`src/rtl/muldiv_pkg.sv`:
```
// Shared types and constants for the iterative RV32M multiply/divide unit.
//   muldiv_op_e    : funct3 encodings of the eight M-extension operations
//   muldiv_state_e : control FSM states
//   min_value()    : most negative two's-complement value for a given XLEN
package muldiv_pkg;

  // Widest XLEN that min_value() can describe.
  localparam int unsigned MAX_XLEN = 128;

  typedef enum logic [2:0] {
    OP_MUL    = 3'b000,
    OP_MULH   = 3'b001,
    OP_MULHSU = 3'b010,
    OP_MULHU  = 3'b011,
    OP_DIV    = 3'b100,
    OP_DIVU   = 3'b101,
    OP_REM    = 3'b110,
    OP_REMU   = 3'b111
  } muldiv_op_e;

  typedef enum logic [1:0] {
    ST_IDLE,
    ST_CALC,
    ST_FIX,
    ST_DONE
  } muldiv_state_e;

  // Only bit xlen-1 is set; callers truncate the result to their own XLEN.
  function automatic logic [MAX_XLEN-1:0] min_value(input int unsigned xlen);
    return MAX_XLEN'(1) << (xlen - 1);
  endfunction

endpackage

```
`src/rtl/muldiv_sign_prep.sv`:
```
// Operand conditioning for the multiply/divide unit (combinational).
// Ports:
//   op          : operation being presented
//   a, b        : raw rs1/rs2 operands
//   a_mag_c     : |a| when a is treated as signed, otherwise a
//   b_mag_c     : |b| when b is treated as signed, otherwise b
//   neg_res_c   : product/quotient must be negated (sign(a) xor sign(b))
//   neg_rem_c   : remainder must be negated (sign of the dividend)
module muldiv_sign_prep
  import muldiv_pkg::*;
#(
  parameter int unsigned XLEN = 32
) (
  input  muldiv_op_e        op,
  input  logic [XLEN-1:0]   a,
  input  logic [XLEN-1:0]   b,
  output logic [XLEN-1:0]   a_mag_c,
  output logic [XLEN-1:0]   b_mag_c,
  output logic              neg_res_c,
  output logic              neg_rem_c
);

  logic a_signed;
  logic b_signed;
  logic a_neg;
  logic b_neg;

  // MULHSU reads a as signed but b as unsigned; MUL needs no sign handling
  // since the low half of the product is identical either way.
  always_comb begin
    a_signed  = op inside {OP_MULH, OP_MULHSU, OP_DIV, OP_REM};
    b_signed  = op inside {OP_MULH, OP_DIV, OP_REM};
    a_neg     = a_signed & a[XLEN-1];
    b_neg     = b_signed & b[XLEN-1];
    // -MIN wraps to MIN, which read unsigned is the correct magnitude.
    a_mag_c   = a_neg ? -a : a;
    b_mag_c   = b_neg ? -b : b;
    neg_res_c = a_neg ^ b_neg;
    neg_rem_c = a_neg;
  end

endmodule

```
`src/rtl/muldiv_unit.sv`:
```
// Iterative radix-2 RV32M multiply/divide unit with valid/ready handshakes.
// Ports:
//   clk, rst             : clock, synchronous active-high reset
//   flush                : abort any in-flight operation, return to IDLE
//   in_valid / in_ready  : operand handshake (in_ready high only in IDLE)
//   op, a, b             : funct3 and rs1/rs2 operands
//   out_valid / out_ready: result handshake (result held until accepted)
//   result               : operation result
//   zero, negative       : status flags registered with result
//   busy                 : unit is not IDLE
module muldiv_unit
  import muldiv_pkg::*;
#(
  parameter int unsigned XLEN = 32,
  parameter int unsigned CW   = $clog2(XLEN)
) (
  input  logic             clk,
  input  logic             rst,
  input  logic             flush,
  input  logic             in_valid,
  output logic             in_ready,
  input  logic [2:0]       op,
  input  logic [XLEN-1:0]  a,
  input  logic [XLEN-1:0]  b,
  output logic             out_valid,
  input  logic             out_ready,
  output logic [XLEN-1:0]  result,
  output logic             zero,
  output logic             negative,
  output logic             busy
);

  localparam int unsigned    PW       = 2 * XLEN;
  localparam logic [XLEN-1:0] MIN_VAL  = XLEN'(min_value(XLEN));
  localparam logic [CW-1:0]   CNT_LOAD = CW'(XLEN - 1);

  muldiv_state_e   state, state_next;
  muldiv_op_e      op_in;
  muldiv_op_e      op_q, op_d;
  logic [PW-1:0]   prod_q, prod_d;
  logic [XLEN-1:0] bop_q, bop_d;
  logic [CW-1:0]   cnt_q, cnt_d;
  logic            neg_res_q, neg_res_d;
  logic            neg_rem_q, neg_rem_d;
  logic [XLEN-1:0] result_d;

  logic [XLEN-1:0] a_mag_c;
  logic [XLEN-1:0] b_mag_c;
  logic            neg_res_c;
  logic            neg_rem_c;

  logic            special_c;
  logic [XLEN-1:0] special_res_c;
  logic [XLEN:0]   mul_add_c;
  logic [XLEN:0]   div_trial_c;
  logic [PW-1:0]   step_c;
  logic [PW-1:0]   prod_fix_c;
  logic [XLEN-1:0] fix_res_c;

  assign op_in = muldiv_op_e'(op);

  muldiv_sign_prep #(.XLEN(XLEN)) u_sign_prep (
    .op        (op_in),
    .a         (a),
    .b         (b),
    .a_mag_c   (a_mag_c),
    .b_mag_c   (b_mag_c),
    .neg_res_c (neg_res_c),
    .neg_rem_c (neg_rem_c)
  );

  // Divide-by-zero and signed overflow bypass the iteration entirely.
  always_comb begin
    logic b_zero;
    logic ovf;
    b_zero        = (b == '0);
    ovf           = (op_in inside {OP_DIV, OP_REM}) && (a == MIN_VAL) && (b == '1);
    special_c     = op_in[2] && (b_zero || ovf);
    special_res_c = '0;
    if (b_zero) begin
      special_res_c = op_in[1] ? a : '1;
    end else if (ovf) begin
      special_res_c = op_in[1] ? '0 : MIN_VAL;
    end
  end

  // One radix-2 step. prod_q holds {hi, lo}: for multiply {partial, multiplier},
  // for divide {remainder, dividend shifting out / quotient shifting in}.
  always_comb begin
    mul_add_c   = {1'b0, prod_q[PW-1:XLEN]} + (prod_q[0] ? {1'b0, bop_q} : '0);
    div_trial_c = prod_q[PW-1:XLEN-1] - {1'b0, bop_q};
    if (op_q[2]) begin
      step_c = div_trial_c[XLEN] ? {prod_q[PW-2:0], 1'b0}
                                 : {div_trial_c[XLEN-1:0], prod_q[XLEN-2:0], 1'b1};
    end else begin
      step_c = {mul_add_c, prod_q[XLEN-1:1]};
    end
  end

  // Sign correction and result selection.
  always_comb begin
    prod_fix_c = neg_res_q ? -prod_q : prod_q;
    unique case (op_q)
      OP_MUL:                       fix_res_c = prod_fix_c[XLEN-1:0];
      OP_MULH, OP_MULHSU, OP_MULHU: fix_res_c = prod_fix_c[PW-1:XLEN];
      OP_DIV, OP_DIVU:              fix_res_c = neg_res_q ? -prod_q[XLEN-1:0] : prod_q[XLEN-1:0];
      default:                      fix_res_c = neg_rem_q ? -prod_q[PW-1:XLEN] : prod_q[PW-1:XLEN];
    endcase
  end

  // Next-state and datapath next values.
  always_comb begin
    state_next = state;
    op_d       = op_q;
    prod_d     = prod_q;
    bop_d      = bop_q;
    cnt_d      = cnt_q;
    neg_res_d  = neg_res_q;
    neg_rem_d  = neg_rem_q;
    result_d   = result;
    if (flush) begin
      state_next = ST_IDLE;
      cnt_d      = '0;
    end else begin
      unique case (state)
        ST_IDLE: begin
          if (in_valid) begin
            op_d      = op_in;
            prod_d    = {{XLEN{1'b0}}, a_mag_c};
            bop_d     = b_mag_c;
            neg_res_d = neg_res_c;
            neg_rem_d = neg_rem_c;
            cnt_d     = CNT_LOAD;
            if (special_c) begin
              result_d   = special_res_c;
              state_next = ST_DONE;
            end else begin
              state_next = ST_CALC;
            end
          end
        end
        ST_CALC: begin
          prod_d = step_c;
          if (cnt_q == '0) begin
            state_next = ST_FIX;
          end else begin
            cnt_d = cnt_q - CW'(1);
          end
        end
        ST_FIX: begin
          result_d   = fix_res_c;
          state_next = ST_DONE;
        end
        ST_DONE: begin
          if (out_ready) begin
            state_next = ST_IDLE;
          end
        end
        default: state_next = ST_IDLE;
      endcase
    end
  end

  // State and datapath registers; handshake outputs follow the next state.
  always_ff @(posedge clk) begin
    if (rst) begin
      state     <= ST_IDLE;
      op_q      <= OP_MUL;
      prod_q    <= '0;
      bop_q     <= '0;
      cnt_q     <= '0;
      neg_res_q <= 1'b0;
      neg_rem_q <= 1'b0;
      result    <= '0;
      zero      <= 1'b1;
      negative  <= 1'b0;
      out_valid <= 1'b0;
      in_ready  <= 1'b1;
      busy      <= 1'b0;
    end else begin
      state     <= state_next;
      op_q      <= op_d;
      prod_q    <= prod_d;
      bop_q     <= bop_d;
      cnt_q     <= cnt_d;
      neg_res_q <= neg_res_d;
      neg_rem_q <= neg_rem_d;
      result    <= result_d;
      zero      <= (result_d == '0);
      negative  <= result_d[XLEN-1];
      out_valid <= (state_next == ST_DONE);
      in_ready  <= (state_next == ST_IDLE);
      busy      <= (state_next != ST_IDLE);
    end
  end

endmodule

```
`config.mk`:
```
export PLATFORM = sky130hd
export DESIGN_NAME = muldiv_unit
export DESIGN_NICKNAME = d
export VERILOG_FILES = /design/src/rtl/muldiv_pkg.sv /design/src/rtl/muldiv_sign_prep.sv /design/src/rtl/muldiv_unit.sv
export SDC_FILE = /design/constraint.sdc
export NUM_CORES = 1
export LEC_CHECK = 0
export BUFFER_PORTS_ARGS = -buffer_cell sky130_fd_sc_hd__buf_2
export CORE_ASPECT_RATIO = 0.9
export CORE_MARGIN = 2
export CORE_UTILIZATION = 50
export CTS_CLUSTER_DIAMETER = 100
export CTS_CLUSTER_SIZE = 8
export DETAILED_ROUTE_END_ITERATION = 8
export GPL_TIMING_DRIVEN = 0
export PLACE_DENSITY = 0.71
export SYNTH_ARGS = -nofsm -noshare
export SYNTH_HDL_FRONTEND = slang
export SYNTH_HIERARCHICAL = 1
export SYNTH_SLANG_ARGS = --single-unit
```
`constraint.sdc`:
```
create_clock -name clk -period 4.3 [get_ports clk]
set_input_delay 0.215 -clock clk [delete_from_list [all_inputs] [get_ports clk]]
set_output_delay 0.215 -clock clk [all_outputs]
set_load 0.05 [all_outputs]
```
### After elaboration in Yosys (flattened, before gate mapping)

Index checks and enable logic that the tools add are counted.

| cells by class | value |
|---|---|
| add/sub/neg operators | 8 |
| equality and inequality tests | 17 |
| muxes and demuxes | 28 |
| bitwise gates (word level) | 4 |
| reduce and logical (&&, ||, !) cells | 21 |

Operators by type and width:

| kind | count |
|---|---|
| $mux 32 | 12 |
| $mux 64 | 4 |
| $neg 32->32 | 4 |
| $pmux 64 s2 | 1 |
| $pmux 32 s3 | 1 |
| $eq 32x32->1 const B | 2 |
| $logic_not 32->1 | 2 |
| $neg 64->64 | 1 |
| $pmux 32 s2 | 1 |
| $add 32x32->33 | 1 |
| $sub 33x32->33 | 1 |
| $eq 3x3->1 const B | 4 |
| $mux 2 | 5 |
| $mux 5 | 2 |
| $pmux 5 s2 | 1 |
| $eq 3x2->1 const B | 3 |
| $reduce_and 3->1 | 3 |
| $pmux 2 s4 | 1 |
| $eq 2x2->1 const B | 3 |
| $eq 3x1->1 const B | 2 |
| $reduce_bool 2->1 | 3 |
| $logic_not 5->1 | 1 |
| $sub 5x1->5 const B | 1 |
| $logic_not 2->1 | 2 |
| other kinds (12) | 17 |

| word-level totals | value |
|---|---|
| bits in registers | 145 |
| bits of input ports | 72 |
| output and inout bits | 37 |
| word-level logic and storage cells | 91 |

### Logic depth before layout (Yosys ltp)

| logic depth | value |
|---|---|
| depth in word-level cells | 11 |
| gate-level depth with buffers | 17 |

### By module

The synthesis kept the hierarchy.

Modules (own cells, without submodules):

| module | instances | cells each | area an instance (um^2) |
|---|---|---|---|
| muldiv_unit | 1 | 1928 | 13574.3 |
| muldiv_sign_prep | 1 | 208 | 1381.3 |

### Worst setup path after synthesis

Ideal clock, no wire load.

| timing path | value |
|---|---|
| path type | register to register |
| start point | register prod_q[0] |
| end point | register zero |
| data arrival time | 4.007 ns |
| data required time | 4.204 ns |
| slack | 0.197 ns |
| cell stages (with the launch flop) | 17 |
| buffers on the path | 4 |
| clock period less this slack | 4.103 ns |
| cells stage by stage | dfxtp_1 -> inv_1 -> buf_1 -> ha_1 -> or4b_1 -> clkbuf_2 -> or4_4 -> buf_6 -> or4_4 -> buf_6 -> nor3_2 -> o21ai_1 -> a222oi_1 -> nand4_1 -> nor4_1 -> nand4_1 -> o41ai_2 |

| between the ends | value |
|---|---|
| longest elaborated chain between the ends | 6 |
| elaborated cells on any way between the ends | 8 |
| classes of those cells | add/sub (2); mux (5); reduce/logical (1) |

RTL lines:

| what | line | text |
|---|---|---|
| start: declaration | muldiv_unit.sv:40 | `logic [PW-1:0] prod_q, prod_d;` |
| start signal: assignment | muldiv_unit.sv:183 | `prod_q <= prod_d;` |
| $neg 64->64 or $neg 32->32 (tied branches) | muldiv_unit.sv:102, muldiv_unit.sv:106 |  |
| $mux 64 or $mux 32 (tied branches) | muldiv_unit.sv:102, muldiv_unit.sv:106 |  |
| $pmux 32 s3 (*) | muldiv_unit.sv:103 | `unique case (op_q)` |
| $pmux 32 s2 (*) | muldiv_unit.sv:125 | `unique case (state)` |
| $mux 32 (*) | muldiv_unit.sv:121 | `if (flush) begin` |
| $logic_not 32->1 (*) | muldiv_unit.sv:189 | `zero <= (result_d == '0);` |
| end signal: assignment | muldiv_unit.sv:189 |  |
| end: declaration | muldiv_unit.sv:28 | `output logic zero,` |

Mark *: on every way between the ends. The rest lies on a longest branch, timed or not.
A chain may end at the register's enable or synchronous reset.

### Final worst setup path

Same ends and word-level chain as after synthesis.

==> impl_results.md <==
* Status: finished with violations
* Violated checks: capacitance limit, setup timing
* Clock Path Buffers at 2
* P_sw at about 1.8 mW
* RSZ-0062 raised after global routing: yes
* Most common cell after layout, fill and taps aside: nor2_1
* Worst Setup Start Kind: register
* # DRC at 0
* GRT met3 Usage at 0.142
* Leakage Power at roughly 6.5 nW
* Post-route ant nets at 0
* Total number of H-tree levels at 4
* IO Pins at between 100 and 150
* Final Max Slew Viols at 0
* Arr. time, crit path at between 4 and 5 ns
* Clk pwr share at 0.345
* GRT Residual Overflow at 0
* Final setup fails at 1
* Commonest non-fill, non-tap cells in the layout: 267 x nor2_1, 201 x a21oi_1, 186 x nand2_1, 141 x dfxtp_1, 129 x clkbuf_1
* Root buf cell: clkbuf_16
* Final period util at 1.01
* First-pass GRT wire length at between 100 and 150 mm
* Drt wl/cell at between 20 and 30 um
* Crit path required time at between 4 and 5 ns
* Post-synth top area cell: dfxtp_1
* Placement Rows at 60
* Total Power at about 4.6 mW
* Post-synthesis register bit count at 144
* Clock buffer count from CTS at 17
* Final HPWL DP at 54.9 mm
* Slew HR at 0.0305
* Die X at 186 um
* Cells after Synth at 2136
* Top cells by area, synth: dfxtp_1 19%, a21oi_1 6.8%, nor2_1 6.7%
* Clk Latency, worst-skew pair at between 0.4 and 0.5 ns
* Worst hold path class: in -> reg
* Worst VDD drop at 0.000291 V
* Post-synth EDFFs at 0
* Clock-pin slew of the registers on the worst-case setup and hold paths at approximately 0.070 ns
* All-Layer GR Usage at 0.439
* Area growth from synthesis to layout at 13.0%
* F_max at 230 MHz
* Skew final at approximately 0.02 ns
* GP Congestion at roughly 1.0
* Syn_area_per_cell at around 7.0 um^2
* Pwr/cell area at approximately 270 nW/um^2
* Max Cap Viol at 1
* Pint at 2.73 mW
* Area of the core at roughly 30000 um^2
* CTS tree: built
* Area share of the largest cell type after synthesis at 0.193
* Fillers at 2893
* Die Height at 168 um
* Flop pwr share at 0.317
* Via density at between 6 and 7
* Vias at around 18k
* Top_reg_cell synth: dfxtp_1
* CP endpoint kind: register
* Worst setup margin at -0.0454 ns
* Largest net degree at the start of global routing at 17
* Setup WS pre-CTS at -1.59 ns
* GR Util met2 at 0.603
* Post-layout nets at ~2.4k
* Most Crowded Layer GR: met1
* Share of cells above drive strength 1 at 0.109
* Initial core utilization at 0.504
* Initial antenna violation count at 2
* Synth Warn # at 6
* Synthesized cell area at between 10000 and 15000 um^2
* Post-synth cell types at between 80 and 90
* Final Hold Fails at 0
* CP max FO at 7
* Sw Ratio at 0.401
* # clock sinks at 144
* Measured slew at the worst slew-check pin at about 1.4 ns
* Comb pwr share at 0.338
* Met1 Resource Use GR at 0.636
* I/O Buffers at 108
* Ys async rst share at 0
* 1st-pass router iterations at 7
* Reg2reg setup slack at -0.05 ns
* Crit path time final at approximately 4.3 ns
* Detailed Route Iter0 Violations at between 3k and 4k
* Total Routed Length at roughly 71 mm
* Sequential element share of the synthesized area at 0.193
* Die area at about 31000 um^2
* Vias in the first global route at ~16k
* Mapped Nets at about 2.3k
* Crit path kind: reg -> reg
## routing by layer
layer	vias to the layer above	wire length, um
li1	8103	-
met1	8725	30400
met2	1363	27300
met3	180	10400
met4	2	2520
met5	-	12
## power groups by stage
stage / sequential (mW) / clock, mW / combinational (mW)
after detailed placement: 1.47 / 0 / 1.40
after CTS: 1.44 / 1.55 / 1.44
after floorplan: 1.47 / 0 / 0.897
final: 1.44 / 1.57 / 1.54
after global placement: 1.46 / 0 / 1.39
after global routing: 1.45 / 1.60 / 1.62
## final cells by class
cell class | count | area (um^2) | area share
inverters | 87 | 327 | 0.0193
multi-input cells | 1747 | 11300 | 0.670
plain buffers | 155 | 659 | 0.0390
flip-flops and latches | 144 | 2890 | 0.171
diodes | 1 | 2.50 | 0.000148
well taps | 403 | 504 | 0.0298
clock inverters | 12 | 124 | 0.00733
clock buffers | 20 | 457 | 0.0270
repair buffers | 117 | 612 | 0.0362
## metrics by stage
step / util / instances / TNS (ns) / hold slack [ns] / area, um^2
final: 0.570 / 2686 / -0.0454 / 0.0915 / 16900
after floorplan: - / 2136 / 0 / 0.347 / 15000
after detailed placement: 0.540 / 2647 / -50.79 / 0.450 / 16000
after global routing: 0.570 / 2685 / -0.162 / 0.103 / 16900
after global placement: 0.540 / 2647 / -48.04 / 0.445 / 16000
after CTS: 0.566 / 2683 / 0 / 0.0825 / 16800
## worst paths after layout
check,from,to,cells after the start
min,op[0],op_q[0],3
min reg2reg,bop_q[2],bop_q[2],2
max reg2reg,prod_q[0],zero,14
max,prod_q[0],zero,14
## cell families (layout without fill, tap and decap cells)
family / after synthesis / in the layout / synth area share
and+or+nand+nor: 797 / 797 / 0.260
AOI/OAI and AO/OA: 667 / 667 / 0.291
buffers and inverters: 245 / 391 / 0.0649
DFF: 144 / 144 / 0.193
xor gates and xnor gates: 143 / 143 / 0.0837
adders and majority gates: 71 / 71 / 0.0604
muxes: 69 / 69 / 0.0467
other: 0 / 1 / 0
## worst max-delay path, stage by stage, from the launching register on
cell	delay, ns
dfxtp_4	0.38
inv_2	0.10
buf_8	0.11
ha_4	0.14
or4b_1	0.44
clkbuf_4	0.20
nor4_2	0.59
nand3_1	0.36
nor4b_1	0.40
a31oi_1	0.23
a222oi_1	0.43
nand4_1	0.14
nor4_1	0.30
nand4_1	0.19
o41ai_2	0.24
## state kept, by name, indices dropped and copies added (netlist names)
signal,flops
state,2
bop_q,32
out_valid,1
prod_q,64
in_ready,1
neg_rem_q,1
op_q,3
cnt_q,5
busy,1
zero,1
result,32
neg_res_q,1
## Yosys cell counts (5+ instances only)
| library cell | n |
|---|---|
| nor3_1 | 49 |
| nand2b_1 | 22 |
| nor4_1 | 42 |
| nand3_1 | 51 |
| o31a_1 | 5 |
| buf_1 | 9 |
| o21a_1 | 19 |
| nand4_1 | 34 |
| nor3b_1 | 6 |
| o22ai_1 | 10 |
| a211o_1 | 10 |
| xnor2_1 | 82 |
| mux2i_1 | 63 |
| and2_1 | 12 |
| nor2_1 | 268 |
| a21o_1 | 27 |
| a22oi_1 | 20 |
| a221oi_1 | 20 |
| and3_1 | 19 |
| or3_1 | 22 |
| xor2_1 | 61 |
| mux2_2 | 6 |
| or4_1 | 21 |
| nand3b_1 | 6 |
| dfxtp_1 | 144 |
| o41ai_1 | 15 |
| a31oi_1 | 27 |
| o21ai_0 | 124 |
| a2111oi_0 | 8 |
| o211ai_1 | 17 |
| a221o_1 | 7 |
| o221ai_1 | 14 |
| ha_1 | 69 |
| or2_2 | 16 |
| nand2_1 | 186 |
| nor2b_1 | 14 |
| a21oi_1 | 202 |
| or4_4 | 5 |
| a211oi_1 | 51 |
| o31ai_1 | 27 |
| clkbuf_1 | 136 |
| o21bai_1 | 9 |
| inv_1 | 86 |
## timing repair
action	4_1_cts	5_1_grt
buffers inserted	7	2
pin swaps	8	3
endpoints found under the setup margin	51	34
hold buffers	0	0
gates resized for setup	36	18
Note: power is estimated with default switching activity, not from simulation.
